===== config.mk =====
export PLATFORM = sky130hd
export DESIGN_NAME = jpeg_unstuff
export DESIGN_NICKNAME = d
export VERILOG_FILES = /design/src/rtl/jpeg_unstuff.sv
export SDC_FILE = /design/constraint.sdc
export NUM_CORES = 1
export LEC_CHECK = 0
export BUFFER_PORTS_ARGS = -buffer_cell sky130_fd_sc_hd__buf_2
export CELL_PAD_IN_SITES_DETAIL_PLACEMENT = 1
export CELL_PAD_IN_SITES_GLOBAL_PLACEMENT = 2
export CORE_AREA = 2 2 89 91
export CTS_BUF_LIST = sky130_fd_sc_hd__clkbuf_16
export CTS_CLUSTER_DIAMETER = 120
export DETAILED_ROUTE_END_ITERATION = 6
export DIE_AREA = 0 0 91 93
export PLACE_DENSITY = 0.8
export SETUP_SLACK_MARGIN = 0.02
export SYNTH_ARGS = -nofsm -noshare
export SYNTH_HDL_FRONTEND = slang
export SYNTH_SLANG_ARGS = --single-unit
export TNS_END_PERCENT = 50

===== constraint.sdc =====
create_clock -name clk -period 2.5 [get_ports clk]
set_clock_uncertainty 0.15 [all_clocks]
set_input_delay 0.5 -clock clk [delete_from_list [all_inputs] [get_ports clk]]
set_output_delay 0.5 -clock clk [all_outputs]
set_load 0.05 [all_outputs]

===== src/rtl/jpeg_unstuff.sv =====
// JPEG entropy-stream unstuffer: drops stuffed 0x00 and fill 0xFF bytes, detects
// markers, and repacks data bytes MSB-first into 16-bit words.
module jpeg_unstuff #(
   parameter int unsigned CNT_W = 16
) (
   input  logic             clk,
   input  logic             rst,
   input  logic [7:0]       in_byte,
   input  logic             ena_in,
   output logic             rdy_out,
   output logic [15:0]      out_bits,
   output logic             ena_out,
   input  logic             rdy_in,
   output logic             out_padded,
   output logic [7:0]       marker,
   output logic             marker_valid,
   input  logic             marker_ack,
   output logic [CNT_W-1:0] stuff_count
);

   localparam int unsigned BYTE_W = 8;
   localparam int unsigned WORD_W = 16;
   localparam logic [BYTE_W-1:0] FF_BYTE    = 8'hFF;
   localparam logic [BYTE_W-1:0] STUFF_BYTE = 8'h00;

   typedef enum logic [1:0] {
      NORMAL = 2'd0,
      SAW_FF = 2'd1,
      MARKER = 2'd2
   } state_t;

   state_t              state, state_d;
   logic [BYTE_W-1:0]   hi_byte, hi_byte_d;
   logic                half_valid, half_valid_d;
   logic [WORD_W-1:0]   out_bits_d;
   logic                ena_out_d;
   logic                out_padded_d;
   logic [BYTE_W-1:0]   marker_d;
   logic                marker_valid_d;
   logic [CNT_W-1:0]    stuff_count_d;
   logic                accept;
   logic                app;
   logic [BYTE_W-1:0]   app_data;
   logic                flush;

   // A full output word with a pending half byte can only move on if the word drains.
   assign rdy_out = (state != MARKER) && (!half_valid || !ena_out || rdy_in);
   assign accept  = ena_in && rdy_out;

   always_ff @(posedge clk or negedge rst) begin
      if (!rst) begin
         state        <= NORMAL;
         hi_byte      <= '0;
         half_valid   <= 1'b0;
         out_bits     <= '0;
         ena_out      <= 1'b0;
         out_padded   <= 1'b0;
         marker       <= '0;
         marker_valid <= 1'b0;
         stuff_count  <= '0;
      end else begin
         state        <= state_d;
         hi_byte      <= hi_byte_d;
         half_valid   <= half_valid_d;
         out_bits     <= out_bits_d;
         ena_out      <= ena_out_d;
         out_padded   <= out_padded_d;
         marker       <= marker_d;
         marker_valid <= marker_valid_d;
         stuff_count  <= stuff_count_d;
      end
   end

   always_comb begin
      state_d        = state;
      hi_byte_d      = hi_byte;
      half_valid_d   = half_valid;
      out_bits_d     = out_bits;
      ena_out_d      = ena_out;
      out_padded_d   = out_padded;
      marker_d       = marker;
      marker_valid_d = marker_valid;
      stuff_count_d  = stuff_count;
      app            = 1'b0;
      app_data       = in_byte;
      flush          = 1'b0;

      if (ena_out && rdy_in) begin
         ena_out_d    = 1'b0;
         out_bits_d   = '0;
         out_padded_d = 1'b0;
      end

      case (state)
         NORMAL: begin
            if (accept) begin
               if (in_byte == FF_BYTE) state_d = SAW_FF;
               else                    app     = 1'b1;
            end
         end
         SAW_FF: begin
            if (accept) begin
               if (in_byte == STUFF_BYTE) begin
                  app      = 1'b1;
                  app_data = FF_BYTE;
                  if (stuff_count != {CNT_W{1'b1}})
                     stuff_count_d = stuff_count + CNT_W'(1);
                  state_d  = NORMAL;
               end else if (in_byte != FF_BYTE) begin
                  marker_d       = in_byte;
                  marker_valid_d = 1'b1;
                  flush          = 1'b1;
                  state_d        = MARKER;
               end
            end
         end
         MARKER: begin
            if (marker_ack) begin
               marker_valid_d = 1'b0;
               state_d        = NORMAL;
            end
         end
         default: state_d = NORMAL;
      endcase

      // Pair bytes into words; a marker pads a dangling high byte with 0xFF.
      if (app) begin
         if (!half_valid) begin
            hi_byte_d    = app_data;
            half_valid_d = 1'b1;
         end else begin
            out_bits_d   = {hi_byte, app_data};
            ena_out_d    = 1'b1;
            out_padded_d = 1'b0;
            half_valid_d = 1'b0;
         end
      end else if (flush && half_valid) begin
         out_bits_d   = {hi_byte, FF_BYTE};
         ena_out_d    = 1'b1;
         out_padded_d = 1'b1;
         half_valid_d = 1'b0;
      end
   end

endmodule


== After elaboration in Yosys (flattened, before gate mapping) ==
Cells that the tools add are included.
Operators by class
  add/subtract/negate cells: 1
  bitwise logic cells: 2
  equal/unequal tests: 13
  reduce and logical (&&, ||, !) cells: 17
  muxes and demuxes: 39
Operator list (count)
  $mux 16: 4
  $mux 8: 3
  $mux 1: 23
  $add 16x1->16 const B: 1
  $ne 16x16->1 const B: 1
  $ne 2x2->1 const B: 7
  $mux 2: 6
  $reduce_and 5->1: 2
  $eq 8x8->1 const B: 1
  $logic_not 8->1: 1
  $ne 8x8->1 const B: 1
  $reduce_and 4->1: 2
  $pmux 2 s3: 1
  $logic_and 1x1->1: 4
  $pmux 1 s2: 2
  $reduce_bool 2->1: 2
  $ne 3x3->1 const B: 1
  $eq 2x1->1 const B: 1
  $eq 2x2->1 const B: 1
  $logic_not 1->1: 2
  $logic_not 2->1: 1
  $logic_or 1x1->1: 2
  $not 1->1: 2
  $reduce_and 2->1: 1
Storage, ports and cells
  word-level logic and storage cells: 81
  flip-flop bits (word level): 54
  output and inout bits: 44

== Depth between registers and ports, before layout ==
Gate-level depths: netlist of run 1.
  depth after elaboration: 10
  depth in mapped cells: 7
  mapped depth without buffers: 6

== Worst setup path after synthesis of run 1 ==
Ideal clock, no wire load.
  path type: input-to-reg
  from: input port in_byte[4]
  to: register stuff_count[1]
  path slack: 268 ps
  setup time: 125 ps
  arrival: 1957 ps
  required time: 2225 ps
  cell stages on the path: 5
  path through: or4_4 > nor4_4 > o31a_1 > buf_6 > mux2_2
Between the ends
  longest elaborated chain between the ends: 2
RTL lines
  start: declaration: line 8  | input logic [7:0] in_byte,
  $logic_not 8->1: line 103  | if (in_byte == STUFF_BYTE) begin
  $reduce_and 4->1 (no line)
  end signal: assignment: line 70  | stuff_count <= stuff_count_d;
  end: declaration: line 18  | output logic [CNT_W-1:0] stuff_count
No other way between the ends.
A chain may end at the register's enable or synchronous reset.

== Worst setup path in the final report of run 1 ==
  from: register half_valid
  to: register out_bits[5]
Between the ends
  longest elaborated chain between the ends: 10
  elaborated cells on any way between the ends: 16
  those cells by class: mux (10); reduce/logical (6)
RTL lines
  start: declaration: line 34  | logic half_valid, half_valid_d;
  start signal: assignment: line 64  | half_valid <= half_valid_d;
  $logic_not 1->1
  $logic_or 1x1->1 (2 in series): line 47  | assign rdy_out = (state != MARKER) && (!half_valid || !ena_out || rdy_in);
  $logic_and 1x1->1: line 47
  $logic_and 1x1->1: line 48  | assign accept = ena_in && rdy_out;
  $mux 1: line 102  | if (accept) begin
  $mux 1: line 94  | case (state)
  $logic_and 1x1->1: line 137  | end else if (flush && half_valid) begin
  $mux 16: line 137
  $mux 16 (*): line 127  | if (app) begin
  named net out_bits_d[5]: line 35  | logic [WORD_W-1:0] out_bits_d;
  end signal: assignment: line 65  | out_bits <= out_bits_d;
  end: declaration: line 11  | output logic [15:0] out_bits,
Mark *: on every way through the listed nets, which the timed path passes. The rest lies on a longest branch.

==> out/qor.txt, run 1 <==
Synth Area in Compound Gates - 0.0749
H-tree levels - 2
fraction of synthesized area in multiplexers - 0.0463
Crit. path cell count - 7
Initial DRT Pass Iterations - 4
Seq/Total Area, Yosys - 0.562
Total Routing Usage GR - 0.150
Total Wirelength - 6050 um
Arr. time, crit path - 2.22 ns
Simple-Gate Fraction of Synth Area - 0.223
largest net degree at the start of global routing - 27
Synth Area in Adders - 0.00520
combinational family with the most area after synthesis - simple AND/OR/NAND/NOR gates
core area - 0.00753 mm2
Hold-fix buffers, CTS - 0
vias in the first global route - 2,071
clock transition at the registers of the reported paths - 0.07 ns
RSZ-0062 raised after global routing - false
share of cells above drive strength 1 - 0.323
Syn Inst Count - 225
Min-Delay Path Class - input port to asynchronous set/reset pin
# clock sinks - 54
DRT antenna net count - 0
input/output buffers - 56
global-route wire length before repair - 10,200 um
Worst Path Max Fanout - 16
gr ovfl total - 0
Max-Cap Viols - 0
Routed WL per cell - 15.4 um
Avg Cell Area, Syn - 10.7 um2
worst path bufs/invs - 2
Slew Viols, Final - 0
initial antenna violation count - 0
fmax - 0.456 GHz
total number of vias - 1,875
Critical Path Slowest Stage Cell - dfrtp_1
Clock Latency Late Sink - 0.29 ns
IO Count - 57
critical-path cell list - and3b_2 > buf_4 > nor3b_1 > nand3_1 > buf_4 > nor3_1 > nor2_1
CP Data Required Time - 2.52 ns
vias per cell - 4.77
final net count - 304
CTS tree - built
drt initial violations - 51
Inserted Diodes - 0
outcome - complete, no violations
Synth Register Bits - 54
Final min period - 2.19 ns
clock tree buffer depth - 2
CP peak stage delay - 0.43 ns
post_cts resized - 0
DIE AREA - 0.00846 mm2
final-report setup violation count - 0
mapped cell area - 0.00241 mm2
Fin. Hold Viols - 0
measured slew at the worst slew-check pin - 0.618 ns
Crit Path Class - flip-flop to flip-flop
placed insts - 385
Die W - 91 um
DP HPWL - 4520 um
Leakage - 1.52 nW
clock root buffer - clkbuf_16
CP Launch Type - flip-flop
syn_nets - 239
height of the die - 93 um
Ys Warns - 0
number of buffers created by CTS - 5
hold_ws - 0.0637 ns
final std cells w/o fill - 393
# Post-CTS Setup Buffers - 0
Peak VDD IR - 337 uV
Initial Util - 0.320
Remaining DRCs - 0
RD Place Congestion - 0.750
area grow syn2layout - 24.9%
CP Capture Type - flip-flop
Rows - 32
Fin Setup TNS - 0 ns
post-synthesis xor/xnor area fraction - 0.0577
synth unique cells - 40
Slew headroom - 0.587
PD cells - 988 mW/mm2
fin crit share - 0.877
Worst Reg-to-Reg Cells - 7
CP top delay family - simple AND/OR/NAND/NOR gates
critical path's most frequent cell - buf_4
metal layers:
layer  track usage  routed length, um
met1         0.198               2840
met2         0.254               2840
met3        0.0387                348
met4        0.0265                 27
met5             0                  0
worst register-to-register path: cells and delay by family, from the launching register on:
kind / cells / cell delay (ns)
buffers and inverters: 2 / 0.39
DFF: 1 / 0.43
and+or+nand+nor: 5 / 1.12
cells in the mapped netlist:
master / count / area, um2
nor2_1: 30 / 113
mux2_2: 9 / 101
and2_1: 3 / 18.8
and4_4: 1 / 11.3
nor3b_1: 1 / 7.51
and4_1: 3 / 26.3
a22oi_1: 1 / 7.51
mux2i_1: 1 / 10.0
a21oi_1: 17 / 85.1
nor4_4: 1 / 21.3
and4_2: 1 / 10.0
o211a_1: 1 / 10.0
ha_1: 1 / 12.5
nor2b_1: 1 / 6.26
o31a_1: 1 / 8.76
nand3_1: 14 / 70.1
clkbuf_1: 4 / 15.0
nor3_1: 10 / 50.1
or4_4: 2 / 22.5
nand2b_1: 2 / 12.5
xnor2_1: 8 / 70.1
inv_1: 4 / 15.0
o21ai_0: 3 / 15.0
nand2_1: 23 / 86.3
dfrtp_1: 54 / 1350
xor2_2: 1 / 16.3
buf_2: 3 / 15.0
o21bai_1: 1 / 7.51
and3b_2: 1 / 10.0
o311ai_4: 1 / 26.3
or2_2: 1 / 6.26
and3_1: 3 / 18.8
xor2_1: 6 / 52.6
buf_6: 2 / 22.5
buf_4: 1 / 7.51
o2111a_1: 1 / 11.3
nand3b_1: 1 / 7.51
or4_1: 1 / 7.51
a2bb2oi_1: 1 / 8.76
nand4_1: 5 / 31.3
where the power goes:
| part | total (mW) | internal (mW) | switching, mW |
|---|---|---|---|
| Clock | 0.691 | 0.375 | 0.317 |
| Sequential | 1.19 | 1.08 | 0.109 |
| Combinational | 1.09 | 0.263 | 0.824 |
| Total | 2.97 | 1.72 | 1.25 |
per-stage QoR:
stage                     instance area [um2]  power, mW   util  worst slack [ns]
after floorplan                          2410       2.00      -             0.268
after global placement                   2860       2.29  0.379            0.0799
after detailed placement                 2860       2.31  0.379            0.0257
after CTS                                3010       3.02  0.399             0.301
after global routing                     3010       3.15  0.399            0.0639
final                                    3010       2.97  0.399             0.307
flip-flops by register name (all words and copies together), names as in the netlist:
name and flops:
state 2, ena_out 1, hi_byte 8, marker_valid 1
half_valid 1, out_padded 1, marker 8, stuff_count 16
out_bits 16
cell type report:
class | count | area, um2
clock buffers | 5 | 125
clock inverters | 3 | 23.8
fillers | 884 | 4520
inverters | 4 | 15.0
multi-input cells | 157 | 980
flip-flops and latches | 54 | 1350
well taps | 102 | 128
repair buffers | 68 | 383
worst paths after layout:
check | endpoint | start | slack, ns
max | out_bits[5]$_DFF_PN0_ | half_valid$_DFFE_PN0P_ | 0.31
min reg2reg | out_bits[14]$_DFF_PN0_ | hi_byte[6]$_DFFE_PN0P_ | 0.32
max reg2reg | out_bits[5]$_DFF_PN0_ | half_valid$_DFFE_PN0P_ | 0.31
min | out_bits[9]$_DFF_PN0_ | rst | 0.06
min in group clk | marker_valid$_DFFE_PN0P_ | marker_ack | 0.26
max in group asynchronous | stuff_count[4]$_DFFE_PN0P_ | rst | 1.47
cells by family after synthesis:
family	Yosys count
compound gates	27
xor+xnor	15
fa+ha+maj	1
buf+inv	14
flops	54
mux	10
simple gates	104
layout by cell type, fill, tap and decap left out, types with 4 or more instances in the layout:
cell type	count
nand2_1	23
clkbuf_16	5
mux2_2	9
nand3_1	14
xnor2_1	8
nand4_1	5
nor2_1	30
inv_1	4
a21oi_1	17
buf_4	11
xor2_1	6
buf_2	56
nor3_1	10
dfrtp_1	54
(Power assumes the default switching activity.)
==> run 2, diff against run 1 <==
--- a/config.mk
+++ b/config.mk
@@ -8,12 +8,12 @@
 export BUFFER_PORTS_ARGS = -buffer_cell sky130_fd_sc_hd__buf_2
 export CELL_PAD_IN_SITES_DETAIL_PLACEMENT = 1
 export CELL_PAD_IN_SITES_GLOBAL_PLACEMENT = 2
-export CORE_AREA = 2 2 89 91
+export CORE_AREA = 2 2 85 87
 export CTS_BUF_LIST = sky130_fd_sc_hd__clkbuf_16
 export CTS_CLUSTER_DIAMETER = 120
 export DETAILED_ROUTE_END_ITERATION = 6
-export DIE_AREA = 0 0 91 93
-export PLACE_DENSITY = 0.8
+export DIE_AREA = 0 0 87 89
+export PLACE_DENSITY = 0.87
 export SETUP_SLACK_MARGIN = 0.02
 export SYNTH_ARGS = -nofsm -noshare
 export SYNTH_HDL_FRONTEND = slang
==> constraint.sdc (replaced) <==
create_clock -name clk -period 2.7 [get_ports clk]
set_clock_uncertainty 0.15 [all_clocks]
set_input_delay 0.54 -clock clk [delete_from_list [all_inputs] [get_ports clk]]
set_output_delay 0.54 -clock clk [all_outputs]
set_load 0.05 [all_outputs]
==> run 2 against run 1 <==
Effect of this change:
- largest power group unchanged
- final area down 1.7%
- first-iteration DRC count increased by 59%
- combinational power shrank 8%
- sequential cell count is the same
- sequential power fell by 7%
- routed wire length increased by 1.1%
==> out/qor.txt, run 2 (synthesis gave the netlist of run 1 again) <==
CTS tree - built
clock transition at the registers of the reported paths - 0.07 ns (about the same)
Fin Setup TNS - 0 ns (unchanged)
worst path bufs/invs - 1 (-1)
largest net degree at the start of global routing - 34 (+26%)
r2r startpoint - stuff_count[0]$_DFFE_PN0P_
commonest non-fill, non-tap cell in the layout - buf_2
Slew Viols, Final - 0 (unchanged)
most frequent cells in the layout - buf_2 (56), dfrtp_1 (54), nor2_1 (30)
Max-Cap Viols - 0 (unchanged)
met1 GRT Util - 0.212 (+0.0145)
measured slew at the worst slew-check pin - 0.640 ns (+0.0216 ns)
# Post-CTS Setup Buffers - 0 (unchanged)
filler instances - 765 (-13%)
final net count - 303 (-0.33%)
clock root buffer - clkbuf_16
Min-Delay Path Class - input port to asynchronous set/reset pin
drt initial violations - 81 (+59%)
DRT antenna net count - 0 (unchanged)
DIE AREA - 0.00774 mm2 (-8.5%)
Total Routing Usage GR - 0.173 (+0.0232)
height of the die - 89 um (-4.3%)
Placed Area - 0.00281 mm2 (-1.7%)
number of buffers created by CTS - 5 (unchanged)
fmax - 0.437 GHz
gr ovfl total - 0 (unchanged)
Final Instance Area - 0.00295 mm2 (-1.7%)
Routed WL per cell - 16.5 um (+7.4%)
vias per cell - 5.14 (+7.6%)
Clock Latency Late Sink - 0.29 ns (about the same)
Global Route met3 Usage - 0.0480 (+0.00934)
Worst Path Max Fanout - 10 (-6)
IO Count - 57 (unchanged)
final-report setup violation count - 0 (unchanged)
Slew headroom - 0.572 (-0.0144)
Critical Path Slowest Stage Cell - or4_4
Largest regs - out_bits x16, stuff_count x16
Total Wirelength - 6120 um (+1.1%)
GRT Max-Usage Layer - met2
CP Data Required Time - 2.76 ns (+0.24 ns)
RD Place Congestion - 0.761 (+1.5%)
Inserted Diodes - 0 (unchanged)
NetSw - 1.17 mW (-6.4%)
Worst Reg-to-Reg Cells - 6 (-1)
CP Launch Type - input port
initial antenna violation count - 0 (unchanged)
Leakage - 1.51 nW (-0.59%)
Die W - 87 um (-4.4%)
core area - 0.00672 mm2 (-11%)
global-route wire length before repair - 10,200 um (about the same)
share of cells above drive strength 1 - 0.317 (-0.00578)
R2R setup slack - 0.64 ns (+0.33 ns)
Rows - 30 (-6.3%)
clock tree buffer depth - 2 (unchanged)
Worst R2R End - stuff_count[3]$_DFFE_PN0P_
Sw Ratio - 0.425 (+0.00461)
fin crit share - 0.847
Reg power frac - 0.402 (about the same)
Logic pwr share - 0.363 (-0.003)
Clock Power Share - 0.235 (+0.002)
Final min period - 2.29 ns
Peak VDD IR - 350 uV (+4.0%)
Initial DRT Pass Iterations - 4 (unchanged)
RSZ-0062 raised after global routing - false
Hold-fix buffers, CTS - 0 (unchanged)
Remaining DRCs - 0 (unchanged)
final core utilization - 0.440 (+0.0404)
Arr. time, crit path - 2.34 ns (+0.12 ns)
CP top delay family - simple AND/OR/NAND/NOR gates
area grow syn2layout - 22.8%
vias in the first global route - 1,999 (-3.5%)
input/output buffers - 56 (unchanged)
P_int - 1.58 mW (-8.2%)
critical-path cell list - buf_2 > or4_4 > nor4_4 > o31a_1 > and4_1 > xor2_1
Initial Util - 0.358 (+0.0385)
PD cells - 931 mW/mm2 (-5.8%)
DP HPWL - 4380 um (-3.3%)
CP peak stage delay - 0.56 ns (+0.13 ns)
total number of vias - 1,900 (+1.3%)
H-tree levels - 2 (unchanged)
post_cts resized - 0 (unchanged)
# clock sinks - 54 (unchanged)
M2 GR Usage - 0.303 (+0.0496)
outcome - complete, no violations
Crit Path Class - input port to flip-flop
Fin. Hold Viols - 0 (unchanged)
CP Capture Type - flip-flop
-- run 2: through the flow --
step | worst slack [ns] | cells | hold slack [ns] | total power [mW]
after global placement | 0.133 | 362 | 0.298 | 2.10
after global routing | 0.279 | 370 | 0.108 | 2.90
after floorplan | 0.428 | 225 | 0.0944 | 1.86
after CTS | 0.402 | 370 | 0.0829 | 2.78
final | 0.413 | 370 | 0.0762 | 2.75
after detailed placement | 0.112 | 362 | 0.309 | 2.13
-- run 2: worst register-to-register path, stage by stage, from the launching register on --
cell and delay [ns]:
dfrtp_1 0.45, ha_1 0.23, and2_1 0.17, nand2_1 0.11
o31a_1 0.42, and4_1 0.26, xor2_1 0.14
-- run 2: cell type report --
cell class / count / area [um2] / area share
Multi-Input combinational cell: 157 / 980 / 0.332
Clock buffer: 5 / 125 / 0.0424
Inverter: 4 / 15.0 / 0.00508
Timing Repair Buffer: 67 / 363 / 0.123
Clock inverter: 3 / 20.0 / 0.00678
Tap cell: 80 / 100 / 0.0339
Sequential cell: 54 / 1350 / 0.457
-- run 2: worst max-delay path by stage --
| stage | from | to | slack, ns | cells past startpoint |
|---|---|---|---|---|
| floorplan | in_byte[4] | stuff_count[1]$_DFFE_PN0P_ | 0.43 | 5 |
| global route | in_byte[5] | stuff_count[8]$_DFFE_PN0P_ | 0.28 | 6 |
| finish | in_byte[5] | stuff_count[3]$_DFFE_PN0P_ | 0.41 | 6 |
| CTS | in_byte[5] | stuff_count[3]$_DFFE_PN0P_ | 0.40 | 6 |
| detailed placement | in_byte[5] | stuff_count[8]$_DFFE_PN0P_ | 0.11 | 6 |
| global placement | in_byte[4] | stuff_count[1]$_DFFE_PN0P_ | 0.13 | 5 |
-- run 2: power groups by stage --
stage	Sequential (mW)	Combinational [mW]	Clock (mW)
final	1.11	0.999	0.645
after CTS	1.11	1.01	0.663
after global routing	1.13	1.08	0.695
after detailed placement	1.13	1.00	0
after floorplan	1.60	0.260	0
after global placement	1.11	0.988	0
-- run 2: routing by layer --
layer  routed length (um)  vias up
li1                     -      904
met1                 2610      939
met2                 3080       51
met3                  369        6
met4                   55        0
met5                    0        -
